$ cat src/rtl/flash_ctrl.sv
// NAND flash bus controller: executes one bus mode per instruction with fixed
// 2-clock strobe cycles, handshaking bytes with show-ahead core FIFOs.
module flash_ctrl (
    input  logic        clk,
    input  logic        rst,
    input  logic [7:0]  core_data_out,
    output logic [7:0]  core_data_in,
    input  logic [31:0] instruction,
    input  logic        c_data_in_rdy,
    input  logic        c_data_out_rdy,
    input  logic        iq_empty,
    output logic        ack_mode_read,
    output logic        req_core_data,
    output logic        output_dval,
    output logic        data_oe,
    output logic        oCE_N,
    output logic        oCLE,
    output logic        oALE,
    output logic        oWE_N,
    output logic        oRE_N,
    output logic        oWP_N,
    input  logic        iRB_N,
    output logic [7:0]  flash_data,
    input  logic [7:0]  flash_q
);

    localparam logic [3:0] MODE_STANDBY  = 4'd0;
    localparam logic [3:0] MODE_CMD      = 4'd2;
    localparam logic [3:0] MODE_ADDR     = 4'd3;
    localparam logic [3:0] MODE_DIN      = 4'd4;
    localparam logic [3:0] MODE_DOUT     = 4'd5;
    localparam logic [3:0] MODE_DOUT_END = 4'd6;
    localparam logic [3:0] MODE_WP       = 4'd7;

    typedef enum logic [1:0] {
        S_RESET_STBY,
        S_WAIT,
        S_PH1,
        S_PH2
    } state_t;

    state_t      r_state;
    state_t      w_state_next;
    logic [3:0]  r_rep;
    logic [3:0]  w_rep_next;

    logic        r_ce_n, r_cle, r_ale, r_we_n, r_re_n, r_wp_n, r_data_oe;
    logic        r_ack, r_req, r_dval;
    logic [7:0]  r_flash_data, r_core_data_in;

    logic        w_ce_n_next, w_cle_next, w_ale_next, w_we_n_next, w_re_n_next;
    logic        w_wp_n_next, w_data_oe_next, w_ack_next, w_req_next, w_dval_next;
    logic [7:0]  w_flash_data_next, w_core_data_in_next;

    logic [3:0]  w_mode;
    logic        w_is_wr, w_is_rd, w_start_ok, w_launch;
    logic        w_unused_instr;

    assign w_mode         = instruction[3:0];
    assign w_unused_instr = ^instruction[31:8];
    assign w_is_wr        = (w_mode == MODE_CMD) || (w_mode == MODE_ADDR) || (w_mode == MODE_DIN);
    assign w_is_rd        = (w_mode == MODE_DOUT) || (w_mode == MODE_DOUT_END);

    // Gate evaluated before every PH1, including each repetition of one instruction.
    assign w_start_ok = !iq_empty
                     && (!w_is_wr || c_data_in_rdy)
                     && (!w_is_rd || (c_data_out_rdy && iRB_N))
                     && (!((w_mode == MODE_ADDR) || (w_mode == MODE_DIN)) || iRB_N);

    always_comb begin
        w_state_next        = r_state;
        w_rep_next          = r_rep;
        w_ce_n_next         = 1'b0;
        w_cle_next          = 1'b0;
        w_ale_next          = 1'b0;
        w_we_n_next         = 1'b1;
        w_re_n_next         = 1'b1;
        w_wp_n_next         = 1'b1;
        w_data_oe_next      = 1'b0;
        w_flash_data_next   = r_flash_data;
        w_core_data_in_next = r_core_data_in;
        w_ack_next          = 1'b0;
        w_req_next          = 1'b0;
        w_dval_next         = 1'b0;
        w_launch            = 1'b0;

        case (r_state)
            S_RESET_STBY: w_state_next = S_WAIT;
            S_WAIT:       w_launch = w_start_ok;
            S_PH1: begin
                w_state_next   = S_PH2;
                w_ce_n_next    = (w_mode == MODE_STANDBY) || (w_mode == MODE_DOUT_END);
                w_cle_next     = (w_mode == MODE_CMD);
                w_ale_next     = (w_mode == MODE_ADDR);
                w_wp_n_next    = (w_mode != MODE_WP);
                w_data_oe_next = w_is_wr;
                w_ack_next     = (r_rep == instruction[7:4]);
                w_req_next     = w_is_wr;
                w_dval_next    = w_is_rd;
                if (w_is_rd) begin
                    w_core_data_in_next = flash_q;
                end
            end
            S_PH2: begin
                // r_ack marks the final repetition that just completed.
                w_rep_next = r_ack ? 4'd0 : r_rep + 4'd1;
                w_launch   = w_start_ok;
            end
            default: w_state_next = S_RESET_STBY;
        endcase

        if (w_launch) begin
            w_state_next   = S_PH1;
            w_ce_n_next    = (w_mode == MODE_STANDBY);
            w_cle_next     = (w_mode == MODE_CMD);
            w_ale_next     = (w_mode == MODE_ADDR);
            w_we_n_next    = !w_is_wr;
            w_re_n_next    = !w_is_rd;
            w_wp_n_next    = (w_mode != MODE_WP);
            w_data_oe_next = w_is_wr;
            if (w_is_wr) begin
                w_flash_data_next = core_data_out;
            end
        end else if ((r_state == S_WAIT) || (r_state == S_PH2)) begin
            w_state_next = S_WAIT;
        end
    end

    always_ff @(posedge clk or negedge rst) begin
        if (!rst) begin
            r_state        <= S_RESET_STBY;
            r_rep          <= 4'd0;
            r_ce_n         <= 1'b1;
            r_cle          <= 1'b0;
            r_ale          <= 1'b0;
            r_we_n         <= 1'b1;
            r_re_n         <= 1'b1;
            r_wp_n         <= 1'b1;
            r_data_oe      <= 1'b0;
            r_flash_data   <= 8'd0;
            r_core_data_in <= 8'd0;
            r_ack          <= 1'b0;
            r_req          <= 1'b0;
            r_dval         <= 1'b0;
        end else begin
            r_state        <= w_state_next;
            r_rep          <= w_rep_next;
            r_ce_n         <= w_ce_n_next;
            r_cle          <= w_cle_next;
            r_ale          <= w_ale_next;
            r_we_n         <= w_we_n_next;
            r_re_n         <= w_re_n_next;
            r_wp_n         <= w_wp_n_next;
            r_data_oe      <= w_data_oe_next;
            r_flash_data   <= w_flash_data_next;
            r_core_data_in <= w_core_data_in_next;
            r_ack          <= w_ack_next;
            r_req          <= w_req_next;
            r_dval         <= w_dval_next;
        end
    end

    assign oCE_N         = r_ce_n;
    assign oCLE          = r_cle;
    assign oALE          = r_ale;
    assign oWE_N         = r_we_n;
    assign oRE_N         = r_re_n;
    assign oWP_N         = r_wp_n;
    assign data_oe       = r_data_oe;
    assign flash_data    = r_flash_data;
    assign core_data_in  = r_core_data_in;
    assign ack_mode_read = r_ack;
    assign req_core_data = r_req;
    assign output_dval   = r_dval;

endmodule

$ cat config.mk
export PLATFORM = sky130hd
export DESIGN_NAME = flash_ctrl
export DESIGN_NICKNAME = d
export VERILOG_FILES = /design/src/rtl/flash_ctrl.sv
export SDC_FILE = /design/constraint.sdc
export NUM_CORES = 1
export LEC_CHECK = 0
export BUFFER_PORTS_ARGS = -buffer_cell sky130_fd_sc_hd__buf_2
export CORE_ASPECT_RATIO = 1.75
export CORE_MARGIN = 4
export CORE_UTILIZATION = 40
export DETAILED_ROUTE_END_ITERATION = 10
export PLACE_DENSITY = 0.74
export REMOVE_ABC_BUFFERS = 1
export SYNTH_ARGS = -nofsm -noshare
export SYNTH_HDL_FRONTEND = slang
export SYNTH_SLANG_ARGS = --single-unit
$ cat constraint.sdc
create_clock -name clk -period 1.8 [get_ports clk]
set_clock_uncertainty 0.05 [all_clocks]
set_input_delay 0.18 -clock clk [delete_from_list [all_inputs] [get_ports clk]]
set_output_delay 0.18 -clock clk [all_outputs]
set_load 0.005 [all_outputs]
==> flow_summary.yaml <==
outcome:
  outcome: "completed"
setup_path:
  critPathBufInv: 2
  max_stage_delay_ns: 0.38
  crit_slowest_cell: "dfrtp_1"
  cp_cell_sequence: "inv_1, nand2_1, nor2_2, buf_12, mux2_2"
  crit_fanout: 9
  crit_type: "register to register"
  cp_top_family: "flip-flops"
  startpoint_type: "register"
  crit_arrival_ns: 1.66
  worst_setup_path_end_kind: "register"
  rrSetupSlack_ns: 0.25
  worstPathRequired_ns: 1.91
clock_tree:
  worstSkewPairLatency_ns: 0.28
  clkTransAtPathRegs_ns: 0.07
  cts_buffer_depth: 2
  cts_tree: "built"
  clockRootBuffer: "clkbuf_8"
  postCtsResizedCells: 0
  htreeDepth: 2
  cts_buffers: 5
  cts.sinks: 32
synth:
  synth.avg_cell_area_um2: 13.6
  ys_seq_area_share_pct: 58.7
  synth_top_area_share_pct: 51.0
  yosysUniqueCellTypes: 33
  yosys.area.top_type: "dfrtp_1"
  synth_area_um2: 1370
  yosys_register_bits: 32
  synth.area.top_cells: "dfrtp_1 (51%), mux2_2 (13%), dfstp_2 (7.7%)"
  synth_commonest_cells: "dfrtp_1 (28), mux2_2 (16), nand2_1 (8)"
  yosys_warnings: 0
  synth_top_flop_cell: "dfrtp_1"
  synth.most_common_cell: "dfrtp_1"
  syn_inst: 101
  postSynth.asyncResetShare_pct: 100
  synth_enable_flop_cells: 0
grt:
  antenna_found_initial: 0
  grt_max_degree: 33
  grt_pass1_wl_mm: 4.93
  grt_pass1_vias: 1122
  grt_use_total_pct: 14.7
  gr-total-overflow: 0
power:
  intPower_uw: 1560
  p_clk_share_pct: 31.5
  powerDensity_nw_per_um2: 1160
  p_leak_uw: 0.000901
  swShare_pct: 27.0
  combPwrFrac_pct: 22.6
  ir_worst_vdd_v: 0.000756
  p_sw_uw: 575
  p_seq_share_pct: 45.9
detailed_routing:
  wl_per_cell_um: 14.6
  vias: 1035
  drc_errors: 0
  wl_mm: 3.05
  firstDrtPassIters: 4
  ant_nets: 0
  dr.first_iter.drc_count: 12
  viasPerCell: 4.95
sta:
  slew-limit-headroom_pct: 55.1
  rsz0062_at_grt: "false"
  fin_crit_ns: 1.55
  fin_tns_setup_ns: 0
  worst_pin_slew_ns: 0.674
  hold_viol_final: 0
  fin_hold_ws_ns: 0.0779
  setup_violations: 0
  fmax_mhz: 645
  finalCritPeriodShare_pct: 86.1
  finalMaxSlewViolations: 0
finish:
  layout.nets: 220
  final_cell_area_um2: 1840
  area_growth_pct: 34.2
  diodes: 0
  layout-drive-gt1-share_pct: 57.8
job:
  maxCapViolations: 0
die:
  die_height_um: 85.5
  core_um2: 3210
  pin_count: 80
  initial_core_util_pct: 42.8
  die_area_um2: 4470
  num_rows: 27
  die_width_um: 52.3
place:
  port_buffers: 55
  dpl_cell_area_um2: 1720
  dp_hpwl_mm: 2.44
  gp_congestion: 0.807
worst_hold_path:
  min_path_type: "input pin to register"
[stage by stage]
| stage | instances | power [uW] | setup WS, ns | util [%] |
|---|---|---|---|---|
| 2_1_floorplan | 99 | 1240 | 0.219 | - |
| 3_3_place_gp | 200 | 1440 | 0.0355 | 53.6 |
| 3_5_place_dp | 200 | 1480 | -0.00468 | 53.6 |
| 4_1_cts | 209 | 2170 | 0.266 | 57.4 |
| 5_1_grt | 209 | 2260 | 0.193 | 57.4 |
| 6_report | 209 | 2130 | 0.250 | 57.4 |
[registers in the layout (all words and copies together) (netlist names), named ones only]
name	count
flash_data	8
data_oe	1
oALE	1
oCE_N	1
r_state	1
core_data_in	8
oWP_N	1
oWE_N	1
r_rep	4
req_core_data	1
output_dval	1
oRE_N	1
oCLE	1
ack_mode_read	1
[worst register-to-register path: stages (launching register included)]
cell and delay, ns:
dfrtp_1 0.38, inv_1 0.15, nand2_1 0.17, nor2_2 0.20, buf_12 0.14, mux2_2 0.34
[cells by family (layout without fill, tap and decap cells)]
| kind of cell | after synthesis | after routing | share of synthesized area (%) |
|---|---|---|---|
| AO/OA/AOI/OAI | 13 | 13 | 9.03 |
| XOR/XNOR | 5 | 5 | 3.19 |
| adder cells (fa/ha/maj) | 1 | 1 | 0.911 |
| buffers and inverters | 4 | 69 | 1.73 |
| flip-flops | 32 | 32 | 58.7 |
| multiplexers | 17 | 17 | 13.9 |
| AND/OR/NAND/NOR | 29 | 29 | 12.6 |
[placed cells by master, fill, tap and decap left out, drive strengths merged, types with 2 or more instances in the layout]
cell type,count
or2,2
nor3,3
nand2b,2
dfstp,4
xnor2,3
nor2,4
a21oi,2
dfrtp,28
a211o,2
o21ai,3
buf,58
xor2,2
mux2,16
nand2,8
a21o,2
nand3,3
clkbuf,5
inv,2
[worst paths after layout]
kind	start	endpoint	cells after the start
min in group asynchronous	rst	output_dval	2
max	r_state[0]	core_data_in[0]	5
min reg2reg	flash_data[3]	flash_data[3]	1
min	flash_q[3]	core_data_in[3]	2
max reg2reg	r_state[0]	core_data_in[0]	5
max in group asynchronous	rst	flash_data[3]	2
[routing by layer]
layer	routed length (um)	vias up	track usage [%]
met2	1890	36	28.1
met4	39	0	6.74
met5	0	-	0
li1	-	487	-
met1	948	506	13.6
met3	165	6	3.83
[area by class of cell]
class	instances	area, um^2
flip-flops and latches	32	806
inverters	2	7.51
fillers	270	1370
well taps	43	53.8
multi-input cells	65	543
repair buffers	59	320
clock inverters	3	42.5
clock buffers	5	68.8
[power groups by stage]
stage	logic, uW	clock network, uW	registers [uW]
after global routing	536	721	999
after CTS	492	695	981
final	481	672	977
after global placement	463	0	978
after detailed placement	490	0	994
after floorplan	248	0	988
[timing repair]
| action | 4_1_cts | 5_1_grt |
|---|---|---|
| setup buffers | 0 | 0 |
| hold buffers | 1 | 0 |
| hold endpoints to repair | 28 | 0 |
Note: power is estimated with default switching activity, not from simulation.
